**config.mk**
```make
export PLATFORM = sky130hd
export DESIGN_NAME = vid_pattern_gen
export DESIGN_NICKNAME = d
export VERILOG_FILES = /design/src/rtl/vid_pattern_gen.sv
export SDC_FILE = /design/constraint.sdc
export NUM_CORES = 1
export LEC_CHECK = 0
export CAP_MARGIN = 20
export CELL_PAD_IN_SITES_DETAIL_PLACEMENT = 0
export CELL_PAD_IN_SITES_GLOBAL_PLACEMENT = 1
export CORE_ASPECT_RATIO = 1.25
export CORE_MARGIN = 2
export CORE_UTILIZATION = 25
export CTS_BUF_LIST = sky130_fd_sc_hd__clkbuf_2 sky130_fd_sc_hd__clkbuf_4 sky130_fd_sc_hd__clkbuf_8
export DETAILED_ROUTE_END_ITERATION = 16
export HOLD_SLACK_MARGIN = 0.08
export PLACE_DENSITY = 0.63
export SLEW_MARGIN = 0
export SYNTH_ARGS = -nofsm -noshare
export SYNTH_HDL_FRONTEND = slang
export SYNTH_SLANG_ARGS = --single-unit
export TNS_END_PERCENT = 30
```
**constraint.sdc**
```tcl
create_clock -name clk -period 2.23 [get_ports clk]
set_clock_uncertainty 0.15 [all_clocks]
set_input_delay 0.3345 -clock clk [delete_from_list [all_inputs] [get_ports clk]]
set_output_delay 0.3345 -clock clk [all_outputs]
set_load 0.02 [all_outputs]
```
**src/rtl/vid_pattern_gen.sv**
```systemverilog
// Test-pattern video source: black IMG_W x IMG_H frames with one programmable white
// rectangle, full h/v blanking and active-high syncs, all outputs registered.
module vid_pattern_gen #(
  parameter int IMG_W  = 64,
  parameter int IMG_H  = 64,
  parameter int H_FP   = 4,
  parameter int H_SYNC = 8,
  parameter int H_BP   = 4,
  parameter int V_FP   = 2,
  parameter int V_SYNC = 2,
  parameter int V_BP   = 2
) (
  input  logic        clk,
  input  logic        rst_n,
  input  logic        enable,
  input  logic [10:0] obj_x,
  input  logic [10:0] obj_y,
  input  logic [10:0] obj_w,
  input  logic [10:0] obj_h,
  output logic        de_out,
  output logic        hsync_out,
  output logic        vsync_out,
  output logic [23:0] pixel_out,
  output logic        frame_start_out
);

  localparam int H_TOTAL = IMG_W + H_FP + H_SYNC + H_BP;
  localparam int V_TOTAL = IMG_H + V_FP + V_SYNC + V_BP;

  localparam logic [11:0] H_LAST = 12'(H_TOTAL - 1);
  localparam logic [11:0] V_LAST = 12'(V_TOTAL - 1);
  localparam logic [11:0] H_ACT  = 12'(IMG_W);
  localparam logic [11:0] V_ACT  = 12'(IMG_H);
  localparam logic [11:0] HS_BEG = 12'(IMG_W + H_FP);
  localparam logic [11:0] HS_END = 12'(IMG_W + H_FP + H_SYNC);
  localparam logic [11:0] VS_BEG = 12'(IMG_H + V_FP);
  localparam logic [11:0] VS_END = 12'(IMG_H + V_FP + V_SYNC);

  // Rectangle kept as half-open bounds; ends are 12 bits so x+w never wraps.
  typedef struct packed {
    logic [11:0] x0;
    logic [11:0] x1;
    logic [11:0] y0;
    logic [11:0] y1;
  } rect_t;

  typedef enum logic {S_IDLE, S_RUN} state_t;

  state_t      state;
  logic [11:0] h_cnt;
  logic [11:0] v_cnt;
  rect_t       rect;
  rect_t       rect_nxt;

  logic de_c, hs_c, vs_c, fs_c, in_rect;

  always_comb begin
    rect_nxt    = '0;
    rect_nxt.x0 = {1'b0, obj_x};
    rect_nxt.x1 = {1'b0, obj_x} + {1'b0, obj_w};
    rect_nxt.y0 = {1'b0, obj_y};
    rect_nxt.y1 = {1'b0, obj_y} + {1'b0, obj_h};
  end

  // Clipping falls out of gating the rectangle with de.
  always_comb begin
    de_c    = (h_cnt < H_ACT) && (v_cnt < V_ACT);
    hs_c    = (h_cnt >= HS_BEG) && (h_cnt < HS_END);
    vs_c    = (v_cnt >= VS_BEG) && (v_cnt < VS_END);
    fs_c    = (h_cnt == '0) && (v_cnt == '0);
    in_rect = (h_cnt >= rect.x0) && (h_cnt < rect.x1) &&
              (v_cnt >= rect.y0) && (v_cnt < rect.y1);
  end

  always_ff @(posedge clk or negedge rst_n) begin
    if (!rst_n) begin
      state           <= S_IDLE;
      h_cnt           <= '0;
      v_cnt           <= '0;
      rect            <= '0;
      de_out          <= 1'b0;
      hsync_out       <= 1'b0;
      vsync_out       <= 1'b0;
      pixel_out       <= '0;
      frame_start_out <= 1'b0;
    end else begin
      case (state)
        S_IDLE: begin
          de_out          <= 1'b0;
          hsync_out       <= 1'b0;
          vsync_out       <= 1'b0;
          pixel_out       <= '0;
          frame_start_out <= 1'b0;
          h_cnt           <= '0;
          v_cnt           <= '0;
          if (enable) begin
            state <= S_RUN;
            rect  <= rect_nxt;
          end
        end
        S_RUN: begin
          de_out          <= de_c;
          hsync_out       <= hs_c;
          vsync_out       <= vs_c;
          pixel_out       <= (de_c && in_rect) ? 24'hFFFFFF : 24'h000000;
          frame_start_out <= fs_c;
          if (h_cnt == H_LAST) begin
            h_cnt <= '0;
            if (v_cnt == V_LAST) begin
              // enable is only honoured here, so a started frame always completes
              v_cnt <= '0;
              if (enable) rect  <= rect_nxt;
              else        state <= S_IDLE;
            end else begin
              v_cnt <= v_cnt + 12'd1;
            end
          end else begin
            h_cnt <= h_cnt + 12'd1;
          end
        end
        default: state <= S_IDLE;
      endcase
    end
  end

endmodule

```
==> impl_metrics.py, run 1 <==
metrics = {
    "synth": {
        "synth.area.mux_share_pct": 0.590,
        "synth-simple-area-share_pct": 16.4,
        "syn_inst": 600,
        "synth_top_family_by_area": "adder cells",
        "synth_area_per_cell_um2": 8.83,
        "synth_most_common_cell": "nand2_1",
        "synth_cell_type_count": 53,
        "yosysWarnings": 0,
        "synth_ff_type": "dfrtp_1",
        "ys_top_cells_by_count": "nand2_1 (79), dfrtp_1 (76), ha_1 (71)",
        "synth_top_area_cell": "dfrtp_1",
        "synth_compound_area_share_pct": 17.4,
        "synth.area.top_cells": "dfrtp_1 (36%), ha_1 (17%), o21ai_0 (6.5%), nand2_1 (5.6%), inv_1 (3.8%)",
        "synth_edf_count": 0,
        "synth_area_um2": 5300,
        "synth-seq-cells": 76,
        "yosys.area_share.adder_pct": 17.5,
        "synth_xor_xnor_area_share_pct": 3.64,
        "syn-num-nets": 720,
        "synthArstFlopShare_pct": 100,
        "synth_top_area_share_pct": 35.9,
        "yosysSeqAreaShare_pct": 35.9,
    },
    "finish": {
        "final_core_util_pct": 39.2,
        "fin_nets": 904,
        "fin_cells": 1063,
        "fill_cells": 2123,
        "antenna_cells": 0,
        "drive_above_1_share_pct": 32.8,
        "syn2layout_area_growth_pct": 54.0,
    },
    "placed_design": {
        "dp_hpwl_um": 10700,
        "dp.cells": 1023,
        "io_buffers": 74,
        "pre_cts_ws_ns": -0.640,
        "place_congestion": 0.785,
    },
    "clocking": {
        "clkSinkCount": 76,
        "path_clk_slew_ns": 0.09,
        "cts_tree": "yes",
        "clockBufferDepth": 2,
        "cts_made_buffers": 9,
        "htree_levels": 3,
        "cts_root_buf": "clkbuf_8",
        "clk_latency_ns": 0.37,
    },
    "grt": {
        "grtUsageMet3_pct": 2.01,
        "antenna_found_initial": 0,
        "grt.overflow.total": 0,
        "track_usage_pct": 13.5,
        "busiest_layer": "met2",
        "grt_pass1_wl_um": 24300,
        "grt_max_degree": 35,
        "grtUsageMet1_pct": 16.8,
        "met2_usage_pct": 23.8,
        "grt_pass1_vias": 4907,
    },
    "worst_setup_path": {
        "reg2regPathDepth": 7,
        "cpMostUsedCell": "or4_4",
        "r2r_setup_slack_ns": -0.29,
        "startpoint_type": "flip-flop",
        "critical_path.cell_chain": "buf_6, or4_4, nor2_1, nand2_1, or3_4, or4_4, nor4_4",
        "end_kind": "flip-flop",
        "worstPathMaxFanout": 3,
        "crit_slowest_cell": "or4_4",
        "worst_ep_arrival_time_ns": 2.64,
        "worstSetupPathType": "reg -> reg",
        "reg2reg_from": "h_cnt[7]$_DFF_PN0_",
        "cpPeakStageDelay_ns": 0.55,
        "crit_start": "h_cnt[7]$_DFF_PN0_",
        "timing.critical_path.required_ns": 2.36,
        "endpoint": "pixel_out[22]$_DFF_PN0_",
        "r2r_end": "pixel_out[22]$_DFF_PN0_",
    },
    "timing": {
        "setup_violations": 68,
        "slew_headroom_pct": 55.5,
        "worst_slew_pin_slew_ns": 0.661,
        "finalHoldViolCount": 0,
        "max_clock_freq_ghz": 0.397,
        "min_period_over_period_pct": 113,
        "min_period_ns": 2.52,
        "slew_viol_final": 0,
        "fin_ws_ns": -0.286,
        "rsz0062_at_grt": "yes",
    },
    "min_path": {
        "min_path_type": "in -> reg",
        "min-delay-start": "obj_y[0]",
    },
    "die": {
        "core_um2": 20800,
        "dieArea_um2": 22400,
        "io_pins": 75,
        "start_util_pct": 25.5,
        "placementRows": 59,
        "die_width_um": 134,
        "die_y_um": 167,
    },
    "route": {
        "firstDrtPassIters": 4,
        "avgRoutedWirePerCell_um": 13.6,
        "num_vias": 4793,
        "drc": 0,
        "totalWireLength_um": 14500,
        "drtAntennaViolNets": 0,
        "viasPerCell": 4.51,
        "drtIter0Drc": 161,
    },
    "run": {
        "maxCapViolCount": 0,
    },
    "power": {
        "power_density_nw_per_um2": 383,
        "irDropWorstVdd_mv": 0.245,
        "p_total_uw": 3120,
        "p_leak_uw": 0.00389,
    },
    "run_status": {
        "violations": "negative setup slack",
        "status": "complete, but fails checks",
    },
}
[logic make-up after synthesis]
kind of cell / count (synthesis)
DFF: 76
buffers and inverters: 94
adders and majority gates: 73
xor gates and xnor gates: 22
AOI/OAI and AO/OA: 148
and+or+nand+nor: 184
muxes: 3
[report_power, final]
| part | internal (uW) | switching [uW] |
|---|---|---|
| Combinational | 277 | 232 |
| Sequential | 1380 | 0 |
| Clock | 678 | 562 |
| Total | 2330 | 793 |
[flip-flops by register name (all words and copies together) (netlist names)]
| name | cells |
|---|---|
| rect | 46 |
| h_cnt | 12 |
| v_cnt | 12 |
| de_out | 1 |
| frame_start_out | 1 |
| hsync_out | 1 |
| pixel_out | 1 |
| state | 1 |
| vsync_out | 1 |
[worst max-delay path, delay by kind of cell, from the launching register on]
family | cells | cell delay, ns
flops | 1 | 0.42
simple gates | 6 | 1.74
buf+inv | 1 | 0.12
[cell usage in the layout (no fill, tap or decap), drive strengths merged, types with 3 or more instances in the layout]
cell type	instances
o211ai	5
dfrtp	76
xnor2	12
nor4	4
nor2	35
buf	138
nand2b	12
or2	3
nand2	79
nand4	7
ha	71
or4	5
o21ai	69
nor2b	4
nor3	8
nand3	14
o31ai	6
xor2	10
o41ai	3
clkbuf	11
inv	55
clkdlybuf4s50	71
and3	4
a211o	4
a21o	13
a211oi	7
o2111ai	3
a21oi	22
a31oi	4
[final cells by class]
| class | count | area (um2) | share of cell area (%) |
|---|---|---|---|
| multi-input cells | 431 | 3410 | 41.8 |
| repair buffers | 212 | 2070 | 25.4 |
| flip-flops and latches | 76 | 1900 | 23.3 |
| well taps | 274 | 343 | 4.20 |
| inverters | 54 | 203 | 2.48 |
| clock buffers | 11 | 145 | 1.78 |
| clock inverters | 5 | 82.6 | 1.01 |
[worst min-delay path by stage]
stage / endpoint / slack [ns] / depth (start not counted)
floorplan: de_out$_DFF_PN0_ / -0.11 / 0
global route: rect[12]$_DFFE_PN0P_ / 0.18 / 4
global placement: rect[0]$_DFFE_PN0P_ / 0.18 / 1
CTS: rect[14]$_DFFE_PN0P_ / 0.33 / 2
finish: rect[12]$_DFFE_PN0P_ / 0.17 / 4
detailed placement: rect[14]$_DFFE_PN0P_ / 0.18 / 1
[repair_timing]
item / in CTS / in global routing
hold endpoints to repair: 32 / 0
pin swaps: 26 / 32
hold buffers: 1 / 0
resized for setup: 97 / 102
setup endpoints to repair: 84 / 85
cloned: 8 / 0
setup buffers: 12 / 6
[per-layer routing]
layer,wire (um),part of all wire (%),vias up
met5,0,0,-
met4,233,1.6,0
met3,452,3.1,22
met2,7410,51,76
met1,6380,44,2250
li1,-,-,2445
[through the flow]
| step | cell area, um2 | hold WS, ns | TNS [ns] |
|---|---|---|---|
| after floorplan | 5310 | -0.111 | -0.376 |
| after global placement | 7040 | 0.185 | -14.43 |
| after detailed placement | 7040 | 0.181 | -14.93 |
| after CTS | 7850 | 0.327 | -7.33 |
| after global routing | 8160 | 0.180 | -13.30 |
| final | 8160 | 0.170 | -6.16 |
Note: power is estimated with default switching activity, not from simulation.
==> run 2: changes to the inputs <==
--- a/config.mk
+++ b/config.mk
@@ -12,6 +12,7 @@
 export CORE_MARGIN = 2
 export CORE_UTILIZATION = 25
 export CTS_BUF_LIST = sky130_fd_sc_hd__clkbuf_2 sky130_fd_sc_hd__clkbuf_4 sky130_fd_sc_hd__clkbuf_8
+export CTS_CLUSTER_DIAMETER = 30
 export DETAILED_ROUTE_END_ITERATION = 16
 export HOLD_SLACK_MARGIN = 0.08
 export PLACE_DENSITY = 0.63
@@ -19,4 +20,3 @@
 export SYNTH_ARGS = -nofsm -noshare
 export SYNTH_HDL_FRONTEND = slang
 export SYNTH_SLANG_ARGS = --single-unit
-export TNS_END_PERCENT = 30
==> run 2 against run 1 <==
Count of clock-buffer cells in the layout stayed put. The run still ends with negative setup slack left. Via count is 1.7% lower. Cell area is 4.8% lower. Die area stayed put. Sequential cell count stayed put. Largest power group unchanged. Critical path depth stayed put. Cell count is 0.47% lower.
==> impl_metrics.py, run 2 (synthesis results as in run 1) <==
metrics = {
    "run_status": {
        "status": "complete, but fails checks",
        "violations": "negative setup slack",
    },
    "grt": {
        "grt_pass1_wl_um": 22800,
        "grt_pass1_vias": 4673,
        "track_usage_pct": 12.7,
        "antenna_found_initial": 0,
        "grt.overflow.total": 0,
        "grt_max_degree": 34,
    },
    "worst_setup_path": {
        "end_kind": "flip-flop",
        "cpMostUsedCell": "or4_4",
        "worst_ep_arrival_time_ns": 2.61,
        "crit_slowest_cell": "or4_4",
        "worstSetupPathType": "reg -> reg",
        "worstPathMaxFanout": 4,
        "startpoint_type": "flip-flop",
        "timing.critical_path.required_ns": 2.36,
        "critical_path.cell_chain": "buf_4, or4_4, nor2_2, nand2_1, or3_1, or4_4, nor4_4",
        "cpPeakStageDelay_ns": 0.50,
    },
    "route": {
        "drtIter0Drc": 165,
        "drtAntennaViolNets": 0,
        "avgRoutedWirePerCell_um": 13.0,
        "num_vias": 4712,
        "drc": 0,
        "totalWireLength_um": 13800,
        "firstDrtPassIters": 4,
        "viasPerCell": 4.45,
    },
    "die": {
        "placementRows": 59,
        "dieArea_um2": 22400,
        "core_um2": 20800,
        "die_width_um": 134,
        "start_util_pct": 25.5,
        "die_y_um": 167,
        "io_pins": 75,
    },
    "timing": {
        "tns_ns": -6.74,
        "min_period_over_period_pct": 111,
        "slew_headroom_pct": 56.1,
        "finalHoldViolCount": 0,
        "max_clock_freq_ghz": 0.403,
        "slew_viol_final": 0,
        "worst_slew_pin_slew_ns": 0.652,
        "min_period_ns": 2.48,
        "fin_ws_ns": -0.249,
        "setup_violations": 46,
        "rsz0062_at_grt": "yes",
    },
    "clocking": {
        "cts_tree": "yes",
        "cts_made_buffers": 9,
        "clkSinkCount": 76,
        "clk_latency_ns": 0.38,
        "htree_levels": 3,
        "cts_root_buf": "clkbuf_8",
        "path_clk_slew_ns": 0.08,
        "clockBufferDepth": 2,
    },
    "placed_design": {
        "io_buffers": 74,
        "place_congestion": 0.807,
        "placed_cell_area_um2": 7040,
        "dp_hpwl_um": 10700,
        "pre_cts_ws_ns": -0.685,
    },
    "power": {
        "p_total_uw": 3090,
        "power_density_nw_per_um2": 398,
        "p_leak_uw": 0.00371,
        "irDropWorstVdd_mv": 0.242,
    },
    "finish": {
        "antenna_cells": 0,
        "fin_nets": 900,
        "final_common_cell": "buf_4",
        "top_register": "rect",
        "layout_common_cells": "buf_4 (117), nand2_1 (79), dfrtp_1 (72), clkdlybuf4s50_1 (70), ha_1 (68)",
        "multi_input_area_um2": 3150,
        "drive_above_1_share_pct": 24.2,
        "final_area_um2": 7770,
        "fill_cells": 2134,
        "syn2layout_area_growth_pct": 46.7,
        "ff_latch_area_um2": 1910,
        "final_core_util_pct": 37.3,
        "reg.largest.list": "rect: 46 flops, h_cnt: 12 flops, v_cnt: 12 flops",
        "largest_reg_flops": 46,
    },
    "min_path": {
        "min_path_type": "in -> reg",
    },
    "run": {
        "maxCapViolCount": 0,
    },
}
## run 2: cell types whose count changed in the layout (fill, tap and decap cells not counted), sizes merged
cell,previous run,this run
buf,138,133
clkbuf,11,13
dlygate4sd2,0,2
and3,4,3
clkdlybuf4s50,71,70
clkinv,2,1
clkinvlp,0,1
dlymetal6s2s,2,1
inv,55,54
## run 2: where the power goes
part / switching, uW / leakage (uW) / internal (uW)
registers: 0 / 0.000900 / 1380
logic: 210 / 0.00270 / 271
clock network: 549 / 0.000111 / 683
## run 2: layer usage
| layer | share of wire [%] | wire [um] | GRT usage [%] | vias up |
|---|---|---|---|---|
| li1 | - | - | - | 2433 |
| met1 | 45 | 6250 | 16.0 | 2178 |
| met2 | 49 | 6800 | 21.7 | 82 |
| met3 | 3.1 | 424 | 1.98 | 19 |
| met4 | 2.1 | 291 | 4.85 | 0 |
| met5 | 0 | 0 | 0 | - |
## run 2: path summary, 6_finish.rpt
path	slack (ns)	cells after the start	endpoint	start
max reg2reg	-0.25	7	pixel_out[22]$_DFF_PN0_	h_cnt[9]$_DFF_PN0_
min reg2reg	0.33	2	rect[24]$_DFFE_PN0P_	rect[24]$_DFFE_PN0P_
max	-0.25	7	pixel_out[22]$_DFF_PN0_	h_cnt[9]$_DFF_PN0_
max in group asynchronous	1.07	3	v_cnt[4]$_DFFE_PN0N_	rst_n
min in group asynchronous	0.28	2	v_cnt[3]$_DFFE_PN0N_	rst_n
min	0.20	4	rect[36]$_DFFE_PN0P_	obj_x[0]
## run 2: final cells by class
cell class	instances	area share, %
clock buffer	11	1.95
clock inverter	4	0.934
inverter	54	2.61
multi-input combinational	430	40.5
sequential	76	24.5
tap	274	4.41
timing repair buffer	209	25.1
## run 2: what timing repair did
item | in CTS | in global routing
buffers inserted | 12 | 9
endpoints found under the hold margin | 28 | 0
pin swaps | 8 | 7
setup endpoints to repair | 54 | 59
hold buffers | 1 | 0
gates resized for setup | 38 | 29
cloned | 2 | 3
## run 2: metrics by stage
| step | std cells | hold WS [ns] |
|---|---|---|
| after floorplan | 600 | -0.111 |
| after global placement | 1020 | 0.157 |
| after detailed placement | 1020 | 0.162 |
| after CTS | 1049 | 0.229 |
| after global routing | 1058 | 0.244 |
| final | 1058 | 0.203 |
## run 2: critical path: cells and delay by family, from the launching register on
family / cells / cell delay (ns)
DFF: 1 / 0.45
buffers and inverters: 1 / 0.16
and+or+nand+nor: 6 / 1.62
==> run 3: changes to the inputs <==
--- a/config.mk
+++ b/config.mk
@@ -7,15 +7,14 @@
 export LEC_CHECK = 0
 export CAP_MARGIN = 20
 export CELL_PAD_IN_SITES_DETAIL_PLACEMENT = 0
-export CELL_PAD_IN_SITES_GLOBAL_PLACEMENT = 1
+export CELL_PAD_IN_SITES_GLOBAL_PLACEMENT = 2
 export CORE_ASPECT_RATIO = 1.25
-export CORE_MARGIN = 2
 export CORE_UTILIZATION = 25
 export CTS_BUF_LIST = sky130_fd_sc_hd__clkbuf_2 sky130_fd_sc_hd__clkbuf_4 sky130_fd_sc_hd__clkbuf_8
 export CTS_CLUSTER_DIAMETER = 30
 export DETAILED_ROUTE_END_ITERATION = 16
 export HOLD_SLACK_MARGIN = 0.08
-export PLACE_DENSITY = 0.63
+export PLACE_DENSITY = 0.73
 export SLEW_MARGIN = 0
 export SYNTH_ARGS = -nofsm -noshare
 export SYNTH_HDL_FRONTEND = slang
==> run 3 against run 2 <==
The flow still finishes with violations (negative setup slack). Global-route usage is 1.2 points higher. Worst setup slack better by 0.0080 ns. Worst hold slack better by 0.055 ns. Sequential cell count stayed put. Count of clock-buffer cells in the layout is 2 lower. Non-clock buffer count is 9 higher. Total power hardly changed. First-iteration DRC count is 13% higher. Critical endpoint unchanged. Highest routed layer unchanged.
==> impl_metrics.py, run 3 (synthesis results as in run 1) <==
metrics = {
    "power": {
        "combPwrFrac_pct": 17.4,
        "clockPowerShare_pct": 38.1,
        "p_total_uw": 3090,
        "swShare_pct": 25.8,
        "p_seq_share_pct": 44.6,
        "irDropWorstVdd_mv": 0.247,
        "p_leak_uw": 0.00394,
        "power_density_nw_per_um2": 374,
        "p_switching_uw": 796,
        "p_int_uw": 2290,
    },
    "timing": {
        "whs_ns": 0.258,
        "max_clock_freq_ghz": 0.405,
        "fin_ws_ns": -0.241,
        "finalHoldViolCount": 0,
        "setup_violations": 65,
        "min_period_ns": 2.47,
        "worst_slew_pin_slew_ns": 0.567,
        "slew_viol_final": 0,
        "tns_ns": -7.25,
        "rsz0062_at_grt": "yes",
        "min_period_over_period_pct": 111,
        "slew_headroom_pct": 62.2,
    },
    "clocking": {
        "clockBufferDepth": 2,
        "path_clk_slew_ns": 0.09,
        "htree_levels": 3,
        "clkSinkCount": 76,
        "cts_tree": "yes",
        "cts_root_buf": "clkbuf_8",
        "cts_made_buffers": 9,
        "clk_latency_ns": 0.36,
    },
    "die": {
        "start_util_pct": 25.5,
        "io_pins": 75,
        "die_y_um": 165,
        "die_width_um": 132,
        "core_um2": 20800,
        "placementRows": 59,
        "dieArea_um2": 21800,
    },
    "finish": {
        "fin_cells": 1068,
        "top_register": "rect",
        "drive_above_1_share_pct": 33.5,
        "reg.largest.list": "rect: 46 flops, h_cnt: 12 flops, v_cnt: 12 flops",
        "final_common_cell": "buf_4",
        "fin_nets": 909,
        "antenna_cells": 0,
        "largest_reg_flops": 46,
        "final_area_um2": 8250,
        "fill_cells": 2046,
        "layout_common_cells": "buf_4 (112), dfrtp_1 (73), clkdlybuf4s50_1 (69), ha_1 (63), inv_1 (51)",
        "multi_input_area_um2": 3460,
        "ff_latch_area_um2": 1910,
        "syn2layout_area_growth_pct": 55.7,
    },
    "worst_setup_path": {
        "worstSetupPathType": "reg -> reg",
        "reg2reg_from": "h_cnt[9]$_DFF_PN0_",
        "r2r_end": "pixel_out[22]$_DFF_PN0_",
        "critical_path.cell_chain": "ha_4, a21o_1, a211o_1, a31oi_1, a311o_1, or4_4, nor4_4",
        "worstPathMaxFanout": 4,
        "timing.critical_path.required_ns": 2.35,
        "cpPeakStageDelay_ns": 0.55,
        "reg2regPathDepth": 7,
        "end_kind": "flip-flop",
        "crit_slowest_cell": "or4_4",
        "startpoint_type": "flip-flop",
        "worst_ep_arrival_time_ns": 2.59,
        "r2r_setup_slack_ns": -0.24,
    },
    "min_path": {
        "min-delay-start": "obj_y[0]",
        "whs_endpoint": "rect[12]$_DFFE_PN0P_",
        "min_path_type": "in -> reg",
        "holdPathStages": 4,
    },
    "grt": {
        "antenna_found_initial": 0,
        "grt_pass1_vias": 4981,
        "grt.overflow.total": 0,
        "grt_pass1_wl_um": 24200,
        "grt_max_degree": 40,
        "track_usage_pct": 13.9,
    },
    "placed_design": {
        "place_congestion": 0.821,
        "placed_cell_area_um2": 7000,
        "dp_hpwl_um": 11200,
        "io_buffers": 74,
        "dp.cells": 1018,
    },
    "run_status": {
        "status": "complete, but fails checks",
        "violations": "negative setup slack",
    },
    "route": {
        "drtIter0Drc": 186,
        "drc": 0,
        "num_vias": 4877,
        "drtAntennaViolNets": 0,
        "totalWireLength_um": 15000,
        "avgRoutedWirePerCell_um": 14.1,
        "viasPerCell": 4.57,
        "firstDrtPassIters": 5,
    },
    "run": {
        "maxCapViolCount": 0,
    },
}
==> run 3: cell count changes in the layout (fill, tap and decap cells not counted), sizes merged <==
cell,previous run,this run
dlygate4sd2,2,3
clkdlybuf4s50,70,69
buf,133,142
clkinv,1,4
clkbuf,13,11
==> run 3: worst max path at each step <==
stage,end,slack [ns],startpoint
4_1_cts,pixel_out[22]$_DFF_PN0_,-0.29,h_cnt[7]$_DFF_PN0_
6_report,pixel_out[22]$_DFF_PN0_,-0.24,h_cnt[9]$_DFF_PN0_
5_1_grt,pixel_out[22]$_DFF_PN0_,-0.32,h_cnt[7]$_DFF_PN0_
2_1_floorplan,pixel_out[22]$_DFF_PN0_,-0.08,h_cnt[7]$_DFF_PN0_
3_5_place_dp,rect[10]$_DFFE_PN0P_,-0.68,obj_y[0]
3_3_place_gp,rect[10]$_DFFE_PN0P_,-0.61,obj_y[0]
==> run 3: per-stage QoR <==
stage	utilization [%]	setup WS, ns
final	39.6	-0.241
after detailed placement	33.6	-0.677
after floorplan	-	-0.0772
after global placement	33.6	-0.613
after CTS	37.1	-0.292
after global routing	39.6	-0.319
==> run 3: power by group through the flow <==
| stage | combinational (uW) | sequential, uW | clock [uW] |
|---|---|---|---|
| after floorplan | 192 | 1400 | 0 |
| after global placement | 444 | 1400 | 0 |
| after detailed placement | 453 | 1400 | 0 |
| after CTS | 489 | 1380 | 1210 |
| after global routing | 591 | 1380 | 1260 |
| final | 536 | 1380 | 1180 |
==> run 3: what timing repair did <==
action                                  in CTS  in global routing
endpoints found under the setup margin      83                 82
endpoints found under the hold margin       37                  0
pin swaps                                   12                 37
hold buffers                                 1                  0
buffers inserted                            15                 16
gates resized for setup                     52                156
cloned                                       7                  2
==> run 3: critical path, delay by kind of cell, from the launching register on <==
kind,cells,cell delay (ns)
flip-flops,1,0.48
AND/OR/NAND/NOR,2,0.86
AO/OA/AOI/OAI,4,0.59
adder cells (fa/ha/maj),1,0.29
==> run 3: routing by layer <==
metal	wire length (um)	vias to the layer above	GRT usage [%]
met3	345	17	1.81
met1	6890	2321	17.2
met2	7500	86	24.4
li1	-	2453	-
met4	306	0	5.54
met5	0	-	0
==> run 3: layout make-up <==
class,count,area share (%)
clock inverters,7,1.11
inverters,54,2.46
flip-flops and latches,76,23.1
repair buffers,218,25.8
multi-input cells,430,41.9
well taps,274,4.15
clock buffers,9,1.50
